**config.mk**
```make
export PLATFORM = sky130hd
export DESIGN_NAME = seven_seg_scan_driver_flat
export DESIGN_NICKNAME = d
export VERILOG_FILES = /design/src/rtl/seven_seg_scan_driver_if.sv /design/src/rtl/seven_seg_scan_driver.sv /design/src/flat_wrapper.sv
export SDC_FILE = /design/constraint.sdc
export NUM_CORES = 1
export LEC_CHECK = 0
export ABC_AREA = 1
export CAP_MARGIN = 15
export CORE_MARGIN = 1.5
export CORE_UTILIZATION = 56
export DETAILED_ROUTE_END_ITERATION = 16
export HOLD_SLACK_MARGIN = 0.1
export PLACE_DENSITY = 0.91
export SETUP_SLACK_MARGIN = 0.05
export SLEW_MARGIN = 25
export SYNTH_ARGS = -nofsm -noshare
export SYNTH_HDL_FRONTEND = slang
export SYNTH_SLANG_ARGS = --single-unit
```
**constraint.sdc**
```tcl
create_clock -name clk -period 2.1 [get_ports clk]
set_input_delay 0.42 -clock clk [delete_from_list [all_inputs] [get_ports clk]]
set_output_delay 0.42 -clock clk [all_outputs]
set_load 0.05 [all_outputs]
```
**src/rtl/seven_seg_scan_driver_if.sv**
```systemverilog
// Bundle of the control/data inputs and multiplexed display outputs of the
// seven-segment scan driver; the master side feeds data, the slave side drives the display.
interface seven_seg_scan_driver_if #(
  parameter int NUM_DIGITS = 4
);
  logic                    enable;
  logic                    load;
  logic [4*NUM_DIGITS-1:0] value;
  logic [NUM_DIGITS-1:0]   dp_in;
  logic [6:0]              segs;
  logic                    dp_n;
  logic [NUM_DIGITS-1:0]   an_n;
  logic                    frame_done;

  modport master (
    output enable, load, value, dp_in,
    input  segs, dp_n, an_n, frame_done
  );

  modport slave (
    input  enable, load, value, dp_in,
    output segs, dp_n, an_n, frame_done
  );
endinterface

```
**src/rtl/seven_seg_scan_driver.sv**
```systemverilog
// Time-multiplexed seven-segment driver: a shadowed hex value is scanned one
// digit per slot, with anode guard time and optional leading-zero blanking.
module seven_seg_scan_driver #(
  parameter int NUM_DIGITS    = 4,
  parameter int DIV           = 50000,
  parameter int GUARD         = 2,
  parameter int BLANK_LEADING = 1
) (
  input  logic                   clk,
  input  logic                   rst_n,
  seven_seg_scan_driver_if.slave bus_io
);
  localparam int CNT_W = (DIV > 1) ? $clog2(DIV) : 1;
  localparam int IDX_W = (NUM_DIGITS > 1) ? $clog2(NUM_DIGITS) : 1;
  localparam logic [CNT_W-1:0] CNT_LAST = CNT_W'(DIV - 1);
  localparam logic [IDX_W-1:0] IDX_LAST = IDX_W'(NUM_DIGITS - 1);

  logic [1:0]              rstSync_q;
  logic                    active;
  logic [CNT_W-1:0]        slotCnt_q, slotCnt_d;
  logic [IDX_W-1:0]        digitIdx_q, digitIdx_d;
  logic [4*NUM_DIGITS-1:0] shadowVal_q, slotVal_q, slotVal_d;
  logic [NUM_DIGITS-1:0]   shadowDp_q, slotDp_q, slotDp_d;
  logic                    slotEnd, frameEnd;
  logic [NUM_DIGITS-1:0]   blankMask;
  logic                    allZero;
  logic [3:0]              curNibble;
  logic                    curDp, curBlank, inGuard;
  logic [6:0]              segs_q, segs_d;
  logic                    dpN_q, dpN_d;
  logic [NUM_DIGITS-1:0]   anN_q, anN_d;
  logic                    frameDone_q, frameDone_d;

  function automatic logic [6:0] decodeHex(input logic [3:0] nib);
    logic [6:0] s;
    case (nib)
      4'h0: s = 7'b1000000;
      4'h1: s = 7'b1111001;
      4'h2: s = 7'b0100100;
      4'h3: s = 7'b0110000;
      4'h4: s = 7'b0011001;
      4'h5: s = 7'b0010010;
      4'h6: s = 7'b0000010;
      4'h7: s = 7'b1111000;
      4'h8: s = 7'b0000000;
      4'h9: s = 7'b0010000;
      4'hA: s = 7'b0001000;
      4'hB: s = 7'b0000011;
      4'hC: s = 7'b1000110;
      4'hD: s = 7'b0100001;
      4'hE: s = 7'b0000110;
      default: s = 7'b0001110;
    endcase
    return s;
  endfunction

  // Reset asserts immediately but releases on clk, so the first slot is always complete.
  always_ff @(posedge clk or negedge rst_n) begin
    if (!rst_n) rstSync_q <= '0;
    else        rstSync_q <= {rstSync_q[0], 1'b1};
  end

  assign active   = bus_io.enable & rstSync_q[1];
  assign slotEnd  = active && (slotCnt_q == CNT_LAST);
  assign frameEnd = slotEnd && (digitIdx_q == IDX_LAST);

  // The per-slot copy only refreshes at a slot boundary, so one slot never mixes old and new data.
  always_comb begin
    slotCnt_d  = slotCnt_q + CNT_W'(1);
    digitIdx_d = digitIdx_q;
    slotVal_d  = slotVal_q;
    slotDp_d   = slotDp_q;
    if (!active) begin
      slotCnt_d  = '0;
      digitIdx_d = '0;
    end else if (slotEnd) begin
      slotCnt_d  = '0;
      digitIdx_d = frameEnd ? '0 : digitIdx_q + IDX_W'(1);
    end
    if (!active || slotEnd) begin
      slotVal_d = bus_io.load ? bus_io.value : shadowVal_q;
      slotDp_d  = bus_io.load ? bus_io.dp_in : shadowDp_q;
    end
  end

  always_comb begin
    allZero   = 1'b1;
    blankMask = '0;
    for (int k = NUM_DIGITS - 1; k >= 0; k--) begin
      allZero      = allZero & (slotVal_q[4*k +: 4] == 4'h0);
      blankMask[k] = allZero && (BLANK_LEADING != 0) && (k != 0);
    end
  end

  always_comb begin
    curNibble = '0;
    curDp     = 1'b0;
    curBlank  = 1'b0;
    for (int k = 0; k < NUM_DIGITS; k++) begin
      if (digitIdx_q == IDX_W'(k)) begin
        curNibble = slotVal_q[4*k +: 4];
        curDp     = slotDp_q[k];
        curBlank  = blankMask[k];
      end
    end
    inGuard = (GUARD > 0) && (int'(slotCnt_q) < GUARD);
  end

  always_comb begin
    segs_d      = 7'h7F;
    dpN_d       = 1'b1;
    anN_d       = '1;
    frameDone_d = frameEnd;
    if (active) begin
      segs_d = curBlank ? 7'h7F : decodeHex(curNibble);
      dpN_d  = ~curDp;
      for (int k = 0; k < NUM_DIGITS; k++) begin
        anN_d[k] = !((digitIdx_q == IDX_W'(k)) && !inGuard);
      end
    end
  end

  always_ff @(posedge clk or negedge rst_n) begin
    if (!rst_n) begin
      slotCnt_q   <= '0;
      digitIdx_q  <= '0;
      shadowVal_q <= '0;
      shadowDp_q  <= '0;
      slotVal_q   <= '0;
      slotDp_q    <= '0;
      segs_q      <= 7'h7F;
      dpN_q       <= 1'b1;
      anN_q       <= '1;
      frameDone_q <= 1'b0;
    end else begin
      slotCnt_q   <= slotCnt_d;
      digitIdx_q  <= digitIdx_d;
      slotVal_q   <= slotVal_d;
      slotDp_q    <= slotDp_d;
      segs_q      <= segs_d;
      dpN_q       <= dpN_d;
      anN_q       <= anN_d;
      frameDone_q <= frameDone_d;
      if (bus_io.load) begin
        shadowVal_q <= bus_io.value;
        shadowDp_q  <= bus_io.dp_in;
      end
    end
  end

  assign bus_io.segs       = segs_q;
  assign bus_io.dp_n       = dpN_q;
  assign bus_io.an_n       = anN_q;
  assign bus_io.frame_done = frameDone_q;
endmodule

```
**src/flat_wrapper.sv**
```systemverilog
// flat-port wrapper written by rule: the top's interface ports become plain ports
module seven_seg_scan_driver_flat 
#(
  parameter int NUM_DIGITS    = 4,
  parameter int DIV           = 50000,
  parameter int GUARD         = 2,
  parameter int BLANK_LEADING = 1
)
  (clk, rst_n, bus_io_enable, bus_io_load, bus_io_value, bus_io_dp_in, bus_io_segs, bus_io_dp_n, bus_io_an_n, bus_io_frame_done);
  seven_seg_scan_driver_if #(.NUM_DIGITS(NUM_DIGITS)) bus_io_i ();
  input  logic clk;
  input  logic rst_n;
  input wire logic [$bits(bus_io_i.enable)-1:0] bus_io_enable;
  input wire logic [$bits(bus_io_i.load)-1:0] bus_io_load;
  input wire logic [$bits(bus_io_i.value)-1:0] bus_io_value;
  input wire logic [$bits(bus_io_i.dp_in)-1:0] bus_io_dp_in;
  output wire logic [$bits(bus_io_i.segs)-1:0] bus_io_segs;
  output wire logic [$bits(bus_io_i.dp_n)-1:0] bus_io_dp_n;
  output wire logic [$bits(bus_io_i.an_n)-1:0] bus_io_an_n;
  output wire logic [$bits(bus_io_i.frame_done)-1:0] bus_io_frame_done;
  assign bus_io_i.enable = bus_io_enable;
  assign bus_io_i.load = bus_io_load;
  assign bus_io_i.value = bus_io_value;
  assign bus_io_i.dp_in = bus_io_dp_in;
  assign bus_io_segs = bus_io_i.segs;
  assign bus_io_dp_n = bus_io_i.dp_n;
  assign bus_io_an_n = bus_io_i.an_n;
  assign bus_io_frame_done = bus_io_i.frame_done;
  seven_seg_scan_driver #(.NUM_DIGITS(NUM_DIGITS), .DIV(DIV), .GUARD(GUARD), .BLANK_LEADING(BLANK_LEADING)) u_core (.clk(clk), .rst_n(rst_n), .bus_io(bus_io_i));
endmodule
```
==> impl_metrics.csv, run 1 <==
group,metric,value,unit
final_layout,layoutNonFillerInstCount,525,
final_layout,layout_common_cells,"109 x sky130_fd_sc_hd__nand2_1, 60 x sky130_fd_sc_hd__dfrtp_1, 36 x sky130_fd_sc_hd__nand3_1",
grt,use_met2,38.9,%
drt,post_drt_wl_per_cell,14.3,µm
drt,first_pass_iters,4,
final_layout,drive_gt1_share,17.8,%
clocking,tritoncts,"built",
setup_path,crit_type,"reg2reg",
yosys,synth_area,0.00355,mm²
setup_path,slowest_stage,"sky130_fd_sc_hd__dfrtp_1",
final_layout,fillers,455,
setup_path,worst-r2r-cell-count,14,
clocking,clock_sinks,73,
setup_path,cp_slowest_stage_delay,0.41,ns
timing,final-hold-violation-count,0,
final_layout,finish.net_count,480,
clocking,cts.path.max_buffers,2,
grt,grt-busiest-layer,"met2",
final_layout,multi_input_comb_area,0.00150,mm²
power_and_ir_drop,power-per-cell-area,732,mW/mm²
setup_path,critPathMaxFanout,6,
grt,antenna_found_initial,0,
placement,gp_congestion,0.905,
drt,detailroute.via_count,2876,
grt,grtUsageTotal,24.1,%
power_and_ir_drop,static-leakage-power,1.96,nW
setup_path,arrival,2.26,ns
setup_path,worstSetupStartpointType,"flop",
floorplan,rows,28,
placement,dp_hpwl,5090,µm
drt,finalWirelength,7500,µm
clocking,clk_transition_reported_paths,0.07,ns
setup_path,crit_start,"u_core.digitIdx_q[1]",
timing,clock_skew,0.0127,ns
setup_path,critical_path.reg2reg.endpoint,"u_core.bus_io.segs[5]",
floorplan,fp.dieArea,0.00683,mm²
timing,period_minus_ws_final,1.96,ns
timing,layout_worst_path_cycle_share,93.2,%
timing,setup_viol,0,
placement,io_buffer_count,36,
final_layout,register_area,0.00184,mm²
floorplan,die_w,82.6,µm
setup_path,r2r_start,"u_core.digitIdx_q[1]",
timing,fin_setup_tns,0,ns
yosys,synth_cells,399,
job,drv_cap,0,
yosys,synth.net_count,434,
min_path,worst_hold_path_type,"reg2reg",
yosys,unique_masters_post_synth,32,
clocking,cts_buffers,9,
timing,fmax,0.511,GHz
drt,avgViaCountPerCell,5.48,
drt,drc,0,
clocking,ctsRootBufferMaster,"sky130_fd_sc_hd__clkbuf_8",
clocking,insertion_delay,0.36,ns
floorplan,initial_core_util,58.9,%
grt,total_gr_overflow,0,
final_layout,antenna_cells_inserted,0,
grt,use_met3,4.07,%
setup_path,cp.required,2.40,ns
power_and_ir_drop,irDropWorstVdd,0.000528,V
setup_path,list_of_cells_traversed_by_the_critical_path,"inv_1 -> ha_4 -> buf_4 -> nand2_1 -> nand2_1 -> nand2_1 -> nand2_1 -> nand2_2 -> inv_2 -> ha_1 -> nand3_1 -> nand2_1 -> nand2_1 -> nand2_1",
grt,first_global_vias,2662,
grt,global_route_wire_length_before_repair,12100,µm
floorplan,die-height,82.6,µm
grt,grt_start_max_net_pins,74,
placement,place_inst,506,
drt,first_iter_violations,190,
final_layout,synthToLayoutAreaGrowth,19.0,%
final_layout,fin_area,0.00423,mm²
outcome,run_status,"finished, final reports clean",
drt,ant_nets,0,
setup_path,end_kind,"flop",
floorplan,design.portCount,37,
yosys,synth.ff_latch_count,73,
setup_path,cp_common_cell,"sky130_fd_sc_hd__nand2_1",
final_layout,mostFrequentLayoutCell,"sky130_fd_sc_hd__nand2_1",
placement,placed_cell_area,0.00399,mm²
floorplan,fp.coreArea,0.00603,mm²
timing,timing.final.max_slew_violations,0,
yosys,syn_avg_cell_area,8.90,µm²
yosys,seq_area_frac_synth,51.8,%
setup_path,critPathCapture,"u_core.bus_io.segs[5]",
timing,unrepaired_setup_endpoints_after_global_routing,"yes",
grt,groute.layer.met1.usage,31.8,%
setup_path,rrSetupSlack,0.14,ns
yosys,yosysWarningCount,0,
clocking,htree_num_levels,3,
==> area by class of cell <==
type	count	area share [%]
well taps	75	2.22
multi-input cells	275	35.5
repair buffers	47	10.7
clock inverters	5	1.33
inverters	39	3.49
clock buffers	11	3.11
flip-flops and latches	73	43.6
==> report_power, final <==
group          total [W]  switching (W)  internal [W]
Combinational   0.000454       0.000273      0.000181
Clock            0.00108       0.000531      0.000547
Sequential       0.00156      0.0000459       0.00152
==> Yosys cell counts (all sizes together) <==
cell	n	area, µm²
a21oi	11	55.1
buf	11	92.6
clkbuf	1	3.75
clkinv	1	5.00
conb	1	3.75
dfrtp	61	1530
dfstp	12	315
ha	11	138
inv	38	143
mux2	20	225
nand2	118	460
nand3	37	190
nand4	5	31.3
nor2	33	129
nor3	12	60.1
nor3b	1	12.5
nor4	3	18.8
o211ai	1	7.51
o21ai	14	70.1
o21bai	1	7.51
o31ai	1	7.51
or2	1	6.26
xnor2	1	8.76
xor2	4	35.0
==> per-stage QoR <==
stage                     total power (W)  util [%]  worst slack [ns]  hold slack (ns)
final                             0.00309      70.2             0.143            0.355
after global routing              0.00323      70.2          0.000983            0.366
after CTS                         0.00309      69.2            0.0791            0.359
after detailed placement          0.00204      66.2             0.103            0.342
after global placement            0.00201      66.2             0.248            0.335
after floorplan                   0.00187         -             0.327            0.124
==> metal layers <==
layer / vias up / wire (µm)
met3: 13 / 442
met1: 1371 / 3200
li1: 1375 / -
met5: - / 0
met2: 117 / 3720
met4: 0 / 134
==> cells by family after synthesis <==
| family | after synthesis | synth area share [%] |
|---|---|---|
| other | 1 | 0.106 |
| xor gates and xnor gates | 5 | 1.23 |
| buffers and inverters | 51 | 6.87 |
| muxes | 20 | 6.34 |
| AOI/OAI and AO/OA | 28 | 4.16 |
| adders and majority gates | 11 | 3.87 |
| DFF | 73 | 51.8 |
| and+or+nand+nor | 210 | 25.6 |
==> sequential cells by signal, summed over array words and instances (netlist names) <==
name,cells
u_core.slotDp_q,4
u_core.shadowVal_q,16
u_core.bus_io.segs,7
u_core.slotCnt_q,16
u_core.shadowDp_q,4
u_core.bus_io.an_n,4
u_core.slotVal_q,16
u_core.digitIdx_q,2
u_core.bus_io.frame_done,1
u_core.bus_io.dp_n,1
u_core.rstSync_q,2
==> critical path: cells and delay by family, from the launching register on <==
kind / cells / cell delay [ns]
buffers and inverters: 3 / 0.42
DFF: 1 / 0.41
and+or+nand+nor: 9 / 0.69
adders and majority gates: 2 / 0.37
==> what timing repair did <==
action	4_1_cts	5_1_grt
endpoints found under the hold margin	57	0
hold buffers	1	0
setup endpoints to repair	12	7
pin swaps	0	2
setup buffers	0	2
resized for setup	12	13
==> worst min-delay path by stage <==
stage	from	cells after the start	end
floorplan	rst_n	0	u_core.bus_io.frame_done
global placement	u_core.rstSync_q[0]	0	u_core.rstSync_q[1]
detailed placement	u_core.rstSync_q[0]	0	u_core.rstSync_q[1]
CTS	u_core.rstSync_q[0]	0	u_core.rstSync_q[1]
global route	u_core.rstSync_q[0]	0	u_core.rstSync_q[1]
finish	u_core.rstSync_q[0]	0	u_core.rstSync_q[1]
No activity file was read; power rests on OpenSTA's default activity.
==> run 2, diff against run 1 <==
CORE_UTILIZATION = 59   (was 56)
CTS_BUF_LIST = sky130_fd_sc_hd__clkbuf_4 sky130_fd_sc_hd__clkbuf_8   (was unset)
PLACE_DENSITY = 0.95   (was 0.91)
SETUP_SLACK_MARGIN = unset   (was 0.05)
==> impl_metrics.csv, run 2 (synthesis gave the netlist of run 1 again) <==
group,metric,value,unit
timing,final-hold-violation-count,0,
clocking,ctsRootBufferMaster,"sky130_fd_sc_hd__clkbuf_8",
grt,grtUsageTotal,26.9,%
grt,total_gr_overflow,0,
final_layout,synthToLayoutAreaGrowth,20.0,%
floorplan,design.portCount,37,
grt,first_global_vias,2913,
timing,timing.max_slew.rel_slack,66.2,%
power_and_ir_drop,clockPowerShare,37.7,%
drt,first_pass_iters,6,
setup_path,arrival,1.64,ns
drt,post_drt_wl_per_cell,14.7,µm
drt,first_iter_violations,241,
setup_path,cp.required,1.68,ns
power_and_ir_drop,static-leakage-power,2.01,nW
floorplan,fp.dieArea,0.00649,mm²
floorplan,initial_core_util,60.7,%
final_layout,largest_registers,"u_core.shadowVal_q (16), u_core.slotCnt_q (16), u_core.slotVal_q (16)",
setup_path,cp_slowest_stage_delay,0.79,ns
power_and_ir_drop,power-per-cell-area,763,mW/mm²
floorplan,die_w,80.6,µm
final_layout,utilization,72.8,%
power_and_ir_drop,net-switching-power,0.000839,W
setup_path,crit_type,"reg2out",
clocking,tritoncts,"built",
floorplan,fp.coreArea,0.00585,mm²
setup_path,slowest_stage,"sky130_fd_sc_hd__clkdlybuf4s50_1",
drt,avgViaCountPerCell,5.51,
clocking,post-cts-setup-buffers,0,
clocking,clk_transition_reported_paths,0.07,ns
power_and_ir_drop,irDropWorstVdd,0.000563,V
drt,drc,0,
clocking,cts_buffers,9,
setup_path,critPathMaxFanout,1,
setup_path,list_of_cells_traversed_by_the_critical_path,"clkdlybuf4s50_1",
job,drv_cap,0,
clocking,cts.path.max_buffers,2,
drt,finalWirelength,7710,µm
grt,global_route_wire_length_before_repair,13200,µm
placement,dp_hpwl,5140,µm
power_and_ir_drop,p_int,0.00241,W
final_layout,finish.net_count,478,
final_layout,mostFrequentLayoutCell,"sky130_fd_sc_hd__nand2_1",
timing,setup_viol,0,
timing,clock_skew,0.00882,ns
clocking,clock_sinks,73,
timing,period_minus_ws_final,2.06,ns
clocking,insertion_delay,0.35,ns
power_and_ir_drop,power.sequential.fraction,48.2,%
timing,holdWs,0.372,ns
grt,grt_start_max_net_pins,74,
floorplan,die-height,80.6,µm
setup_path,critical_path_buf_inv_count,1,
clocking,htree_num_levels,3,
timing,fmax,0.484,GHz
final_layout,drive_gt1_share,17.4,%
setup_path,end_kind,"output port",
drt,ant_nets,0,
min_path,worst_hold_path_type,"reg2reg",
placement,gp_congestion,0.913,
final_layout,antenna_cells_inserted,0,
timing,max_slew.worst_pin.slew,0.507,ns
setup_path,worstSetupStartpointType,"flop",
power_and_ir_drop,pwr-share-comb,14.1,%
outcome,run_status,"finished, final reports clean",
final_layout,layout_common_cells,"110 x sky130_fd_sc_hd__nand2_1, 61 x sky130_fd_sc_hd__dfrtp_1, 36 x sky130_fd_sc_hd__nand3_1",
placement,io_buffer_count,36,
drt,detailroute.via_count,2884,
grt,antenna_found_initial,0,
timing,timing.final.max_slew_violations,0,
placement,place_inst,506,
setup_path,crit_family,"buffers and inverters",
final_layout,layoutNonFillerInstCount,523,
floorplan,rows,28,
power_and_ir_drop,swShare,25.8,%
timing,layout_worst_path_cycle_share,98.3,%
-- run 2: power by group through the flow --
stage               clock, W  combinational (W)  sequential, W
floorplan                  0           0.000247        0.00162
global placement           0           0.000429        0.00158
detailed placement         0           0.000444        0.00159
CTS                  0.00124           0.000458        0.00157
global route         0.00130           0.000517        0.00157
finish               0.00123           0.000458        0.00157
-- run 2: cell type report --
type | count | area [µm²]
Tap cell | 75 | 93.8
Timing Repair Buffer | 45 | 478
Multi-Input combinational cell | 275 | 1480
Clock buffer | 11 | 145
Clock inverter | 5 | 78.8
Sequential cell | 73 | 1840
Fill cell | 394 | 1590
Inverter | 39 | 148
-- run 2: routing by layer --
layer  routed length, µm  track usage (%)  part of all wire [%]
met3                 435             6.25                   5.6
met1                3240             34.7                    42
met5                   0                0                     0
met2                3740             42.6                    49
met4                 297             13.3                   3.9
-- run 2: path summary, 6_finish.rpt --
check	end	slack, ns	start	cells past startpoint
max	bus_io_an_n[0]	0.04	u_core.bus_io.an_n[0]	1
min	u_core.rstSync_q[1]	0.37	u_core.rstSync_q[0]	0
max reg2reg	u_core.bus_io.segs[3]	0.13	u_core.digitIdx_q[0]	11
min reg2reg	u_core.rstSync_q[1]	0.37	u_core.rstSync_q[0]	0
max in group asynchronous	u_core.bus_io.segs[1]	1.13	rst_n	3
min in group asynchronous	u_core.slotCnt_q[10]	0.63	rst_n	3
-- run 2: what timing repair did --
action | in CTS | in global routing
resized for setup | 1 | 18
hold buffers | 1 | 0
endpoints found under the setup margin | 1 | 17
endpoints found under the hold margin | 1 | 0
-- run 2: per-stage QoR --
stage                     TNS [ns]  power (W)  setup WS [ns]  instance area, µm²
final                            0    0.00325         0.0352                4260
after global routing       -0.0284    0.00339        -0.0281                4260
after CTS                        0    0.00326         0.0108                4230
after detailed placement         0    0.00203         0.0813                3990
after global placement           0    0.00201          0.251                3990
after floorplan                  0    0.00187          0.327                3550
==> run 3, diff against run 2 <==
DONT_BUFFER_PORTS = 1   (was unset)
PLACE_DENSITY = 0.9   (was 0.95)
clock period = 1.8 ns   (was 2.1 ns; I/O delays follow)
==> impl_metrics.csv, run 3 (synthesis gave the netlist of run 1 again) <==
group,metric,value,unit
outcome,run_status,"finished, violations left",
outcome,failing_checks,"hold timing, setup timing",
min_path,worst_hold_path_type,"in2async",
placement,placed_cell_area,0.00369,mm²
floorplan,die-height,80.6,µm
timing,clock_skew,0.00743,ns
drt,finalWirelength,8240,µm
drt,first_iter_violations,213,
setup_path,crit_type,"reg2reg",
drt,avgViaCountPerCell,5.73,
floorplan,fp.coreArea,0.00585,mm²
final_layout,fillers,385,
final_layout,finish.net_count,458,
final_layout,mostFrequentLayoutCell,"sky130_fd_sc_hd__nand2_1",
power_and_ir_drop,power-per-cell-area,880,mW/mm²
grt,global_route_wire_length_before_repair,12600,µm
timing,fmax,0.526,GHz
clocking,ctsRootBufferMaster,"sky130_fd_sc_hd__clkbuf_8",
final_layout,register_area,0.00184,mm²
power_and_ir_drop,irDropWorstVdd,0.000610,V
final_layout,fin_area,0.00411,mm²
floorplan,die_w,80.6,µm
placement,io_buffer_count,0,
placement,dp_hpwl,5090,µm
timing,setup_viol,4,
clocking,cts_buffers,9,
clocking,tritoncts,"built",
final_layout,antenna_cells_inserted,0,
setup_path,critPathMaxFanout,6,
floorplan,design.portCount,37,
drt,post_drt_wl_per_cell,16.4,µm
floorplan,fp.dieArea,0.00649,mm²
drt,first_pass_iters,5,
final_layout,multi_input_comb_area,0.00162,mm²
grt,first_global_vias,2723,
timing,period_minus_ws_final,1.90,ns
timing,unrepaired_setup_endpoints_after_global_routing,"yes",
final_layout,layout_common_cells,"106 x sky130_fd_sc_hd__nand2_1, 60 x sky130_fd_sc_hd__dfrtp_1, 31 x sky130_fd_sc_hd__nand3_1",
placement,gp_congestion,0.877,
grt,antenna_found_initial,0,
clocking,htree_num_levels,3,
timing,layout_worst_path_cycle_share,106,%
power_and_ir_drop,total_power,0.00362,W
setup_path,worstSetupStartpointType,"flop",
setup_path,cp.required,2.08,ns
grt,total_gr_overflow,0,
final_layout,drive_gt1_share,27.3,%
placement,place_inst,481,
final_layout,synthToLayoutAreaGrowth,15.6,%
drt,ant_nets,0,
setup_path,arrival,2.18,ns
grt,grtUsageTotal,25.9,%
clocking,clk_transition_reported_paths,0.08,ns
drt,drc,0,
clocking,clock_sinks,73,
final_layout,layoutNonFillerInstCount,503,
floorplan,rows,28,
setup_path,end_kind,"flop",
drt,detailroute.via_count,2880,
timing,fin_ws,-0.101,ns
power_and_ir_drop,static-leakage-power,1.89,nW
clocking,insertion_delay,0.36,ns
timing,final-hold-violation-count,73,
job,drv_cap,0,
clocking,cts.path.max_buffers,2,
timing,timing.final.max_slew_violations,0,
grt,grt_start_max_net_pins,74,
floorplan,initial_core_util,60.7,%
timing,holdWs,-0.302,ns
final_layout,largest_registers,"u_core.shadowVal_q (16), u_core.slotCnt_q (16), u_core.slotVal_q (16)",
## run 3: changes by cell type in the layout (fill, tap and decap cells not counted), moves of 5 or more
cell	previous run	this run
sky130_fd_sc_hd__buf_4	6	20
sky130_fd_sc_hd__clkdlybuf4s50_1	24	0
sky130_fd_sc_hd__dlymetal6s2s_1	11	0
sky130_fd_sc_hd__ha_1	8	3
sky130_fd_sc_hd__ha_4	0	5
sky130_fd_sc_hd__nand3_1	36	31
sky130_fd_sc_hd__nand3_2	1	6
## run 3: cell type report
cell class / count / area share (%)
inverters: 39 / 3.81
repair buffers: 23 / 4.48
clock inverters: 6 / 1.64
flip-flops and latches: 73 / 44.9
multi-input cells: 276 / 39.5
well taps: 75 / 2.28
repair inverters: 1 / 0.183
clock buffers: 10 / 3.20
## run 3: what timing repair did
item | in CTS | in global routing
gates cloned | 0 | 3
endpoints found under the hold margin | 73 | 73
setup buffers | 1 | 2
pin swaps | 5 | 9
gates resized for setup | 19 | 27
endpoints found under the setup margin | 7 | 13
## run 3: critical path, stage by stage, from the launching register on
cell and delay, ns:
sky130_fd_sc_hd__dfrtp_2 0.46, sky130_fd_sc_hd__ha_4 0.20, sky130_fd_sc_hd__inv_2 0.10, sky130_fd_sc_hd__nand3_2 0.11, sky130_fd_sc_hd__nand2_1 0.10, sky130_fd_sc_hd__nand2_1 0.07, sky130_fd_sc_hd__nand2_2 0.08, sky130_fd_sc_hd__nand2_4 0.09
sky130_fd_sc_hd__ha_4 0.28, sky130_fd_sc_hd__nand3_1 0.09, sky130_fd_sc_hd__nand3_1 0.14, sky130_fd_sc_hd__nand3_1 0.10
## run 3: metrics by stage
| stage | util (%) | TNS (ns) | worst slack (ns) |
|---|---|---|---|
| 5_1_grt | 70.2 | -0.818 | -0.139 |
| 3_3_place_gp | 63.1 | 0 | 0.00326 |
| 2_1_floorplan | - | 0 | 0.0269 |
| 6_report | 70.2 | -0.222 | -0.101 |
| 3_5_place_dp | 63.1 | -0.949 | -0.224 |
| 4_1_cts | 68.0 | -0.00170 | -0.00170 |
## run 3: layer usage
| metal | GRT usage, % | routed length, µm |
|---|---|---|
| met2 | 41.6 | 3960 |
| met1 | 31.4 | 3440 |
| met3 | 6.36 | 506 |
| met4 | 15.5 | 340 |
| met5 | 0 | 0 |
## run 3: final timing paths
kind | from | to | slack [ns] | depth (start not counted)
worst max register to register | u_core.digitIdx_q[0] | u_core.bus_io.segs[3] | -0.10 | 11
max in group asynchronous | rst_n | u_core.bus_io.an_n[3] | 1.92 | 0
min in group clk | bus_io_value[8] | u_core.shadowVal_q[8] | 0.17 | 1
worst min-delay path | rst_n | u_core.slotCnt_q[10] | -0.30 | 0
worst min register to register | u_core.rstSync_q[0] | u_core.rstSync_q[1] | 0.35 | 0
worst max-delay path | u_core.digitIdx_q[0] | u_core.bus_io.segs[3] | -0.10 | 11
## run 3: where the power goes
| group | internal (W) | total (W) | leakage (nW) | switching (W) |
|---|---|---|---|---|
| clock network | 0.000660 | 0.00129 | 0.0963 | 0.000633 |
| logic | 0.000176 | 0.000435 | 0.911 | 0.000258 |
| registers | 0.00177 | 0.00189 | 0.886 | 0.000116 |
| total | 0.00261 | 0.00362 | 1.89 | 0.00101 |
